**config.mk**
```make
export PLATFORM = sky130hd
export DESIGN_NAME = barrett_reduce_64b_reg
export DESIGN_NICKNAME = d
export VERILOG_FILES = /design/src/rtl/barrett_reduce_64b_reg_pkg.sv /design/src/rtl/barrett_reduce_64b_reg_cond_sub.sv /design/src/rtl/barrett_reduce_64b_reg.sv
export SDC_FILE = /design/constraint.sdc
export NUM_CORES = 1
export LEC_CHECK = 0
export CORE_MARGIN = 3
export CORE_UTILIZATION = 60
export CTS_CLUSTER_SIZE = 10
export DETAILED_ROUTE_END_ITERATION = 6
export PLACE_DENSITY = 0.85
export SYNTH_ARGS = -nofsm -noshare
export SYNTH_HDL_FRONTEND = slang
export SYNTH_SLANG_ARGS = --single-unit
```
**constraint.sdc**
```tcl
create_clock -name iClk -period 14.1 [get_ports iClk]
set_clock_uncertainty 0.15 [all_clocks]
set_input_delay 2.115 -clock iClk [delete_from_list [all_inputs] [get_ports iClk]]
set_output_delay 2.115 -clock iClk [all_outputs]
set_load 0.02 [all_outputs]
```
**src/rtl/barrett_reduce_64b_reg_pkg.sv**
```systemverilog
// Shared widths and types for the final Barrett reduction stage of the
// 64b modular multiplier.
package barrett_reduce_64b_reg_pkg;

   localparam int MOD_W         = 64;          // modulus / result width
   localparam int WIDE_W        = 128;         // a*b product width
   localparam int QM_W          = 2 * WIDE_W;  // q_hat*m product width from multiplier_128b_reg
   localparam int RED_W         = MOD_W + 2;   // working width: true remainder is < 3m < 2^66
   localparam int X_DLY_DEFAULT = 7;           // q_hat*m path latency, shared with the 128b multiplier

   // One slot of the x delay line: operand bits that matter plus its valid tag
   typedef struct packed {
      logic             valid;
      logic [RED_W-1:0] data;
   } red_entry_t;

   // Zero-extend the modulus to the working width for unsigned compares
   function automatic logic [RED_W-1:0] zext_mod(input logic [MOD_W-1:0] m);
      return {{(RED_W - MOD_W){1'b0}}, m};
   endfunction

endpackage

```
**src/rtl/barrett_reduce_64b_reg_cond_sub.sv**
```systemverilog
// Registered conditional subtract of the modulus over RED_W bits.
// result = (data >= m) ? data - m : data, with the valid tag carried alongside.
// result_ge flags that the value was still >= m after this subtraction.
module barrett_cond_sub_reg
   import barrett_reduce_64b_reg_pkg::*;
(
   input  logic             clk,
   input  logic             rst_n,
   input  logic             en,
   input  logic             clr,
   input  logic             valid,
   input  logic [RED_W-1:0] data,
   input  logic [MOD_W-1:0] modulus,
   output logic [RED_W-1:0] result,
   output logic             result_valid,
   output logic             result_ge
);

   logic [RED_W-1:0] mod_ext;
   logic [RED_W-1:0] diff;
   logic             ge;
   logic             ge_after;

   assign mod_ext  = zext_mod(modulus);
   assign diff     = data - mod_ext;
   assign ge       = (data >= mod_ext);
   // Only meaningful when the subtraction is taken; otherwise diff has wrapped
   assign ge_after = ge && (diff >= mod_ext);

   // Stage register: subtract when ge, hold on !en, zero on clear/reset
   always_ff @(posedge clk or negedge rst_n) begin
      if (!rst_n) begin
         result       <= '0;
         result_valid <= 1'b0;
         result_ge    <= 1'b0;
      end else if (clr) begin
         result       <= '0;
         result_valid <= 1'b0;
         result_ge    <= 1'b0;
      end else if (en) begin
         result       <= ge ? diff : data;
         result_valid <= valid;
         result_ge    <= ge_after;
      end
   end

endmodule

```
**src/rtl/barrett_reduce_64b_reg.sv**
```systemverilog
// Final Barrett stage: delays x = a*b to meet q_hat*m, forms r = x - q_hat*m
// over 66 bits, then applies two registered conditional subtractions of m.
// Validity is tracked here because the multiplier chain does not carry it.
module barrett_reduce_64b_reg
   import barrett_reduce_64b_reg_pkg::*;
#(
   parameter int X_DLY = X_DLY_DEFAULT
) (
   input  logic              iClk,
   input  logic              iRstN,
   input  logic              iEn,
   input  logic              iClr,
   input  logic              iValid,
   input  logic [WIDE_W-1:0] iX,
   input  logic [QM_W-1:0]   iQM,
   input  logic [MOD_W-1:0]  iMod,
   output logic [MOD_W-1:0]  oData,
   output logic              oValid,
   output logic              oErr
);

   red_entry_t       head;
   red_entry_t       tail;
   logic [RED_W-1:0] r0;
   logic             v1;
   logic [RED_W-1:0] r1;
   logic             v2;
   logic [RED_W-1:0] r2;
   logic             v3;
   logic             err;
   logic             s2_ge_unused;
   logic             unused_bits;

   assign head = {iValid, iX[RED_W-1:0]};

   // x delay line: X_DLY enabled-cycle stages so the tail meets its q_hat*m
   for (genvar gi = 0; gi < X_DLY; gi++) begin : g_dly
      red_entry_t prev;
      red_entry_t stage;

      if (gi == 0) begin : g_first
         assign prev = head;
      end else begin : g_link
         assign prev = g_dly[gi-1].stage;
      end

      // One delay slot, shifting only while the shared enable is high
      always_ff @(posedge iClk or negedge iRstN) begin
         if (!iRstN) begin
            stage <= '0;
         end else if (iClr) begin
            stage <= '0;
         end else if (iEn) begin
            stage <= prev;
         end
      end
   end

   if (X_DLY == 0) begin : g_no_dly
      assign tail = head;
   end else begin : g_tail
      assign tail = g_dly[X_DLY-1].stage;
   end

   // S1: raw remainder; wraps mod 2^66 by design since the true value is < 3m
   always_ff @(posedge iClk or negedge iRstN) begin
      if (!iRstN) begin
         r0 <= '0;
         v1 <= 1'b0;
      end else if (iClr) begin
         r0 <= '0;
         v1 <= 1'b0;
      end else if (iEn) begin
         r0 <= tail.data - iQM[RED_W-1:0];
         v1 <= tail.valid;
      end
   end

   // S2: first conditional subtraction; its ge flag has no consumer
   barrett_cond_sub_reg u_s2 (
      .clk          (iClk),
      .rst_n        (iRstN),
      .en           (iEn),
      .clr          (iClr),
      .valid        (v1),
      .data         (r0),
      .modulus      (iMod),
      .result       (r1),
      .result_valid (v2),
      .result_ge    (s2_ge_unused)
   );

   // S3: second conditional subtraction; still >= m afterwards means bad operands
   barrett_cond_sub_reg u_s3 (
      .clk          (iClk),
      .rst_n        (iRstN),
      .en           (iEn),
      .clr          (iClr),
      .valid        (v2),
      .data         (r1),
      .modulus      (iMod),
      .result       (r2),
      .result_valid (v3),
      .result_ge    (err)
   );

   assign oData  = r2[MOD_W-1:0];
   assign oValid = v3;
   assign oErr   = err & v3;

   // Operand bits above the working width and the top result bits are ignored
   assign unused_bits = ^{iX[WIDE_W-1:RED_W], iQM[QM_W-1:RED_W], r2[RED_W-1:MOD_W], s2_ge_unused};

endmodule

```
==> results_dict.tcl, run 1 <==
set metrics [dict create \
    result_of_the_run "finished clean" \
    initial_utilization_pct 60.7 \
    timing_max_transition_violations_final 0 \
    clock.fmax_ghz 0.119 \
    finalWirelength_mm 104 \
    postSynth.topFlopCell "sky130_fd_sc_hd__dfrtp_1" \
    syn2layout_area_growth_pct 13.4 \
    detail_route.wl_per_cell_microns 19.8 \
    clock_sinks 669 \
    worst_setup_path_start_kind "primary input" \
    multiInputGateArea_sq_um 21800 \
    num-fill-cells 5029 \
    count_of_final_hold_check_violations 0 \
    cap_violations 0 \
    synth-compound-area-share_pct 14.4 \
    m1_wl_mm 47.4 \
    drive_gt1_share_pct 3.76 \
    syn_avg_cell_area_sq_um 9.48 \
    cp_num_buf_inv 1 \
    clk_transition_reported_paths_ns 0.06 \
    yosys.area_share.xor_xnor_pct 3.82 \
    post_synth_top_area_cell "sky130_fd_sc_hd__dfrtp_1" \
    gp_congestion 0.934 \
    rr_worst_depth 28 \
    crit_path_top_delay_cell "sky130_fd_sc_hd__clkdlybuf4s50_1" \
    grt_max_degree 246 \
    post_synth_edffs 0 \
    numPortBuffers 266 \
    fin_ws_ns 5.68 \
    post_synthesis_instance_area_sq_um 40100 \
    route.met3.wl_mm 6.14 \
    post_synth_fa_ha_maj_area_fraction_pct 8.17 \
    detailed_place.area_sq_um 43200 \
    place_ws_ns 5.08 \
    timing_worst_slew_pin_value_ns 1.18 \
    numCtsBuffers 79 \
    synth.distinct_cells 87 \
    sum_neg_setup_slack_ns 0 \
    synthMostInstantiatedCell "sky130_fd_sc_hd__nor2_1" \
    worst_skew_pair.late_latency_ns 0.64 \
    min_period_over_period_pct 59.7 \
    grt_overflow_total 0 \
    cts.repair.resized 0 \
    yosys_register_bits 669 \
    grt_pass1_vias 30500 \
    rsz0062_at_grt "no" \
    netlist_top_cells_count "723 x sky130_fd_sc_hd__nor2_1, 669 x sky130_fd_sc_hd__dfrtp_1, 572 x sky130_fd_sc_hd__mux2i_1" \
    synth_top_family_by_area "multiplexers" \
    synth_cells 4225 \
    worstReg2RegEnd "u_s3.result_ge$_DFFE_PN0P_" \
    clock_root_buffer "sky130_fd_sc_hd__clkbuf_16" \
    cts.hold.buffers_added 0 \
    worstHoldPathType "reg2reg" \
    global_route_usage_sum_pct 29.3 \
    regArea_sq_um 16700 \
    synth-seq-area-share_pct 41.8 \
    cp_data_arrival_time_ns 8.82 \
    vias 31700 \
    cp_slowest_stage_delay_ns 0.50 \
    cts_tree "done" \
    min_path_cells 2 \
    max-clock-path-buffers 3 \
    cp_max_fo 5 \
    timing.critical_path.to_type "flop" \
    place.detailed.instances 5154 \
    post-cts-setup-buffers 0 \
    worst_case_register_to_register_setup_slack_ns 7.29 \
    design.portCount 519 \
    yosysWarningCount 0 \
    fp-row-count 94 \
    grt_first_pass_wirelength_mm 166 \
    timing.hold.worst_endpoint "u_s3.result[18]$_DFFE_PN0P_" \
    finalNetCount 5084 \
    timing.max_slew.rel_slack_pct 19.2 \
    synth-async-reset-ratio_pct 100 \
    cellLeakagePower_nw 23.2 \
    synth.top_cell.area_share_pct 41.8 \
    power.density_nw_per_um2 109 \
    coreArea_sq_um 66000 \
    peakVddDrop_mv 0.0866 \
    detail_route.drc_violations 0 \
    met2RoutedLength_mm 46.9 \
    drt.antenna.violating_nets 0 \
    synth_mux_area_share_pct 14.4 \
    die_area_sq_um 69900 \
    critPathRequiredTime_ns 14.50 \
    critical_path.reg2reg.startpoint "u_s2.result[0]$_DFFE_PN0P_" \
    number_of_antenna_violations_at_the_first_check_in_global_routing 2 \
    worst-setup-path-type "in2reg" \
    min-delay-start "u_s3.result[18]$_DFFE_PN0P_" \
    die_y_microns 264 \
    drt-vias-per-instance 6.02 \
    dieWidth_microns 264 \
    finalNonFillerCells 5257 \
    detailedPlacementHpwl_mm 73.6 \
    cts-htree-levels 3 \
    first_iter_violations 2725 \
    setup_viol 0 \
    route.top_layer_used "met5" \
    drt_pre_antenna_iters 6 \
    finish.instance_area_sq_um 45500 \
    critical-path-top-delay-family "compound AO/OA/AOI/OAI gates" \
    critical_path.most_common_cell "sky130_fd_sc_hd__nand4_1" \
    yosys-top-cells-area "sky130_fd_sc_hd__dfrtp_1 42%, sky130_fd_sc_hd__mux2i_1 14%, sky130_fd_sc_hd__ha_1 8.0%" \
    synth_nets 4938 \
    final_period_minus_worst_setup_slack_ns 8.42 \
    fraction_of_the_mapped_netlist_area_in_simple_logic_gates_pct 13.5 \
]
## cell usage in the layout, fill, tap and decap left out, types with 6 or more instances in the layout
| cell | synthesis | routed |
|---|---|---|
| sky130_fd_sc_hd__nor2_1 | 723 | 722 |
| sky130_fd_sc_hd__dfrtp_1 | 669 | 669 |
| sky130_fd_sc_hd__mux2i_1 | 572 | 572 |
| sky130_fd_sc_hd__nand2_1 | 273 | 273 |
| sky130_fd_sc_hd__clkdlybuf4s50_1 | 0 | 263 |
| sky130_fd_sc_hd__ha_1 | 257 | 257 |
| sky130_fd_sc_hd__a21oi_1 | 235 | 235 |
| sky130_fd_sc_hd__inv_1 | 179 | 179 |
| sky130_fd_sc_hd__o21ai_0 | 162 | 162 |
| sky130_fd_sc_hd__a21o_1 | 149 | 149 |
| sky130_fd_sc_hd__xnor2_1 | 104 | 104 |
| sky130_fd_sc_hd__clkbuf_16 | 0 | 80 |
| sky130_fd_sc_hd__xor2_1 | 71 | 71 |
| sky130_fd_sc_hd__a211oi_1 | 67 | 67 |
| sky130_fd_sc_hd__nand3_1 | 56 | 55 |
| sky130_fd_sc_hd__nand4_1 | 48 | 48 |
| sky130_fd_sc_hd__a311oi_1 | 43 | 43 |
| sky130_fd_sc_hd__o21bai_1 | 32 | 32 |
| sky130_fd_sc_hd__and3_1 | 30 | 30 |
| sky130_fd_sc_hd__nor2b_1 | 29 | 29 |
| sky130_fd_sc_hd__nor3_1 | 27 | 27 |
| sky130_fd_sc_hd__nand2b_1 | 24 | 24 |
| sky130_fd_sc_hd__o21a_1 | 20 | 20 |
| sky130_fd_sc_hd__and2_1 | 19 | 19 |
| sky130_fd_sc_hd__o211ai_1 | 16 | 16 |
| sky130_fd_sc_hd__buf_4 | 9 | 16 |
| sky130_fd_sc_hd__a31oi_1 | 14 | 14 |
| sky130_fd_sc_hd__o21ai_1 | 14 | 14 |
| sky130_fd_sc_hd__o31ai_1 | 14 | 14 |
| sky130_fd_sc_hd__a41oi_1 | 10 | 10 |
| sky130_fd_sc_hd__or3_1 | 8 | 8 |
| sky130_fd_sc_hd__a31o_2 | 7 | 7 |
| sky130_fd_sc_hd__a21boi_0 | 7 | 7 |
| sky130_fd_sc_hd__nor4_1 | 6 | 6 |
| sky130_fd_sc_hd__or2_2 | 6 | 6 |
| sky130_fd_sc_hd__o22ai_1 | 6 | 6 |
| sky130_fd_sc_hd__clkbuf_1 | 144 | 6 |
| sky130_fd_sc_hd__buf_12 | 0 | 6 |
## power breakdown
group / leakage (nW) / total [W] / switching [W] / internal [W]
Sequential: 9.14 / 0.00205 / 0.0000613 / 0.00199
Combinational: 12.9 / 0.00106 / 0.000622 / 0.000436
Clock: 1.11 / 0.00185 / 0.000787 / 0.00106
## cells by family (layout without fill, tap and decap cells)
kind of cell,count (synthesis),in the layout
XOR/XNOR,175,175
adder cells (fa/ha/maj),260,260
multiplexers,576,576
buffers and inverters,403,569
AND/OR/NAND/NOR,1270,1270
other,0,2
AO/OA/AOI/OAI,872,872
flip-flops,669,669
## how the worst max path moves through the flow
stage / start / end / slack, ns / depth (start not counted)
5_1_grt: iMod[0] / u_s3.result_ge$_DFFE_PN0P_ / 5.31 / 28
3_3_place_gp: iMod[0] / u_s3.result_ge$_DFFE_PN0P_ / 5.13 / 28
3_5_place_dp: iMod[0] / u_s3.result_ge$_DFFE_PN0P_ / 5.08 / 28
4_1_cts: iMod[0] / u_s3.result_ge$_DFFE_PN0P_ / 5.73 / 28
2_1_floorplan: iMod[0] / u_s3.result_ge$_DFFE_PN0P_ / 7.15 / 28
6_report: iMod[0] / u_s3.result_ge$_DFFE_PN0P_ / 5.68 / 28
## cell type report
type,count,share of cell area (%)
well taps,864,2.38
diodes,2,0.0110
clock inverters,12,0.473
repair buffers,288,6.42
clock buffers,89,4.54
multi-input cells,3153,47.9
inverters,180,1.49
flip-flops and latches,669,36.8
## through the flow
| step | total power (W) | hold slack, ns | utilization (%) |
|---|---|---|---|
| 6_report | 0.00496 | 0.333 | 68.9 |
| 5_1_grt | 0.00517 | 0.364 | 68.9 |
| 4_1_cts | 0.00497 | 0.340 | 68.9 |
| 3_5_place_dp | 0.00313 | 0.328 | 65.4 |
| 3_3_place_gp | 0.00311 | 0.316 | 65.4 |
| 2_1_floorplan | 0.00279 | 0.292 | - |
## layer usage
layer / vias up / GRT usage (%)
met5: - / 0
met2: 944 / 46.0
met1: 15300 / 42.4
met4: 2 / 9.80
li1: 15200 / -
met3: 184 / 3.93
## worst min-delay path, stage by stage (launching register included)
cell and delay, ns:
sky130_fd_sc_hd__dfrtp_1 0.34, sky130_fd_sc_hd__nand2_1 0.05, sky130_fd_sc_hd__o21ai_0 0.06
## registers in the layout (all words and copies together), names as in the netlist
register           cells
g_dly.stage          469
r0                    66
u_s2.result           66
u_s3.result           64
u_s2.result_valid      1
u_s3.result_ge         1
u_s3.result_valid      1
v1                     1
Power figures use the tool's default switching activity.
==> run 2: changes to the inputs <==
--- a/config.mk
+++ b/config.mk
@@ -6,10 +6,10 @@
 export NUM_CORES = 1
 export LEC_CHECK = 0
 export CORE_MARGIN = 3
-export CORE_UTILIZATION = 60
+export CORE_UTILIZATION = 57
 export CTS_CLUSTER_SIZE = 10
 export DETAILED_ROUTE_END_ITERATION = 6
-export PLACE_DENSITY = 0.85
+export PLACE_DENSITY = 0.81
 export SYNTH_ARGS = -nofsm -noshare
 export SYNTH_HDL_FRONTEND = slang
 export SYNTH_SLANG_ARGS = --single-unit
==> constraint.sdc (replaced) <==
create_clock -name iClk -period 8.5 [get_ports iClk]
set_clock_uncertainty 0.15 [all_clocks]
set_input_delay 1.275 -clock iClk [delete_from_list [all_inputs] [get_ports iClk]]
set_output_delay 1.275 -clock iClk [all_outputs]
set_load 0.02 [all_outputs]
==> run 2 against run 1 <==
Compared with the run above: worst hold slack lost 0.0013 ns; final area grew 0.47%; largest power group unchanged; largest cell class unchanged; sequential power grew 66%.
==> results_dict.tcl, run 2 (synthesis results as in run 1) <==
set metrics [dict create \
    result_of_the_run "finished clean" \
    leading_cell_type_in_the_layout_fill_and_taps_excluded "sky130_fd_sc_hd__nor2_1" \
    count_of_final_hold_check_violations 0 \
    grt_first_pass_wirelength_mm 166 \
    drt.antenna.violating_nets 0 \
    clock_sinks 669 \
    gp_congestion 0.921 \
    vias 31200 \
    largest_register_ff_count 469 \
    initial_utilization_pct 58.0 \
    min_period_over_period_pct 86.6 \
    worstHoldPathType "reg2reg" \
    cap_violations 0 \
    timing.critical_path.to_type "flop" \
    cp_max_fo 5 \
    drt-vias-per-instance 5.86 \
    critical-path-top-delay-family "compound AO/OA/AOI/OAI gates" \
    timing_max_transition_violations_final 0 \
    dieWidth_microns 271 \
    fin_ws_ns 1.14 \
    die_area_sq_um 73500 \
    cp_num_buf_inv 1 \
    detail_route.drc_violations 0 \
    final_period_minus_worst_setup_slack_ns 7.36 \
    place_ws_ns 0.562 \
    cellLeakagePower_nw 23.3 \
    final_cell_mix "722 x sky130_fd_sc_hd__nor2_1, 669 x sky130_fd_sc_hd__dfrtp_1, 572 x sky130_fd_sc_hd__mux2i_1" \
    clk_transition_reported_paths_ns 0.06 \
    peakVddDrop_mv 0.174 \
    drive_gt1_share_pct 3.93 \
    clock.fmax_ghz 0.136 \
    die_y_microns 271 \
    finalWirelength_mm 103 \
    grt_pass1_vias 30200 \
    cts-htree-levels 3 \
    largest_registers "g_dly.stage x469, r0 x66, u_s2.result x66" \
    cts.repair.resized 0 \
    critPathRequiredTime_ns 8.89 \
    regMostFlops "g_dly.stage" \
    power.density_nw_per_um2 182 \
    cp_slowest_stage_delay_ns 0.50 \
    drt_pre_antenna_iters 5 \
    detailedPlacementHpwl_mm 74.5 \
    post-cts-setup-buffers 0 \
    clock_root_buffer "sky130_fd_sc_hd__clkbuf_16" \
    global_route_usage_sum_pct 27.9 \
    critical_path.most_common_cell "sky130_fd_sc_hd__nand4_1" \
    grt_max_degree 182 \
    cts.hold.buffers_added 0 \
    timing.max_slew.rel_slack_pct 22.5 \
    grt_overflow_total 0 \
    finalNetCount 5090 \
    coreArea_sq_um 69100 \
    worst_setup_path_start_kind "primary input" \
    numPortBuffers 266 \
    setup_viol 0 \
    design.portCount 519 \
    number_of_antenna_violations_at_the_first_check_in_global_routing 1 \
    crit_path_top_delay_cell "sky130_fd_sc_hd__clkdlybuf4s50_1" \
    numCtsBuffers 80 \
    cts_tree "done" \
    worst_skew_pair.late_latency_ns 0.63 \
    rsz0062_at_grt "no" \
    worst-setup-path-type "in2reg" \
    cp_data_arrival_time_ns 7.75 \
    timing_worst_slew_pin_value_ns 1.16 \
    syn2layout_area_growth_pct 14.0 \
    sum_neg_setup_slack_ns 0 \
    detail_route.wl_per_cell_microns 19.4 \
    max-clock-path-buffers 3 \
    first_iter_violations 2536 \
    fp-row-count 96 \
]
run 2: layout make-up:
type | instances | area, sq um
timing repair buffer | 293 | 2940
clock buffer | 96 | 2130
fill | 5579 | 23400
multi-input combinational | 3153 | 21800
clock inverter | 12 | 255
inverter | 180 | 676
antenna | 1 | 2.50
tap | 931 | 1160
sequential | 669 | 16700
run 2: power breakdown:
group | switching (W) | leakage, nW | internal, W
logic | 0.00102 | 13.0 | 0.000722
clock network | 0.00132 | 1.16 | 0.00186
registers | 0.000101 | 9.14 | 0.00330
total | 0.00244 | 23.3 | 0.00589
run 2: final timing paths:
check,startpoint,slack [ns],to,depth (start not counted)
hold reg to reg,u_s3.result[18]$_DFFE_PN0P_,0.33,u_s3.result[18]$_DFFE_PN0P_,2
setup reg to reg,u_s2.result[0]$_DFFE_PN0P_,1.92,u_s3.result_ge$_DFFE_PN0P_,28
hold / removal,u_s3.result[18]$_DFFE_PN0P_,0.33,u_s3.result[18]$_DFFE_PN0P_,2
min in group asynchronous,iRstN,0.43,r0[18]$_DFFE_PN0P_,1
setup / recovery,iMod[0],1.14,u_s3.result_ge$_DFFE_PN0P_,28
max in group asynchronous,iRstN,6.37,g_dly[3].stage[57]$_DFFE_PN0P_,2
run 2: through the flow:
step | utilization (%) | hold WS (ns) | area, sq um | total power (W) | instances
2_1_floorplan | - | 0.292 | 40100 | 0.00462 | 4225
3_3_place_gp | 62.7 | 0.314 | 43300 | 0.00517 | 5226
3_5_place_dp | 62.7 | 0.326 | 43300 | 0.00519 | 5226
4_1_cts | 66.1 | 0.338 | 45700 | 0.00839 | 5334
5_1_grt | 66.1 | 0.361 | 45700 | 0.00871 | 5334
6_report | 66.1 | 0.332 | 45700 | 0.00833 | 5335
run 2: routing by layer:
| layer | GRT usage [%] | vias up | wire [microns] |
|---|---|---|---|
| li1 | - | 15200 | - |
| met1 | 41.3 | 15100 | 48500 |
| met2 | 42.8 | 849 | 45600 |
| met3 | 3.89 | 166 | 6010 |
| met4 | 8.26 | 0 | 3240 |
| met5 | 0 | - | 0 |
run 2: worst reg2reg max path: cells and delay by family, from the launching register on:
kind | cells | cell delay (ns)
xor+xnor | 1 | 0.12
buf+inv | 1 | 0.08
flops | 1 | 0.36
fa+ha+maj | 3 | 0.92
simple gates | 12 | 2.29
compound gates | 11 | 2.57
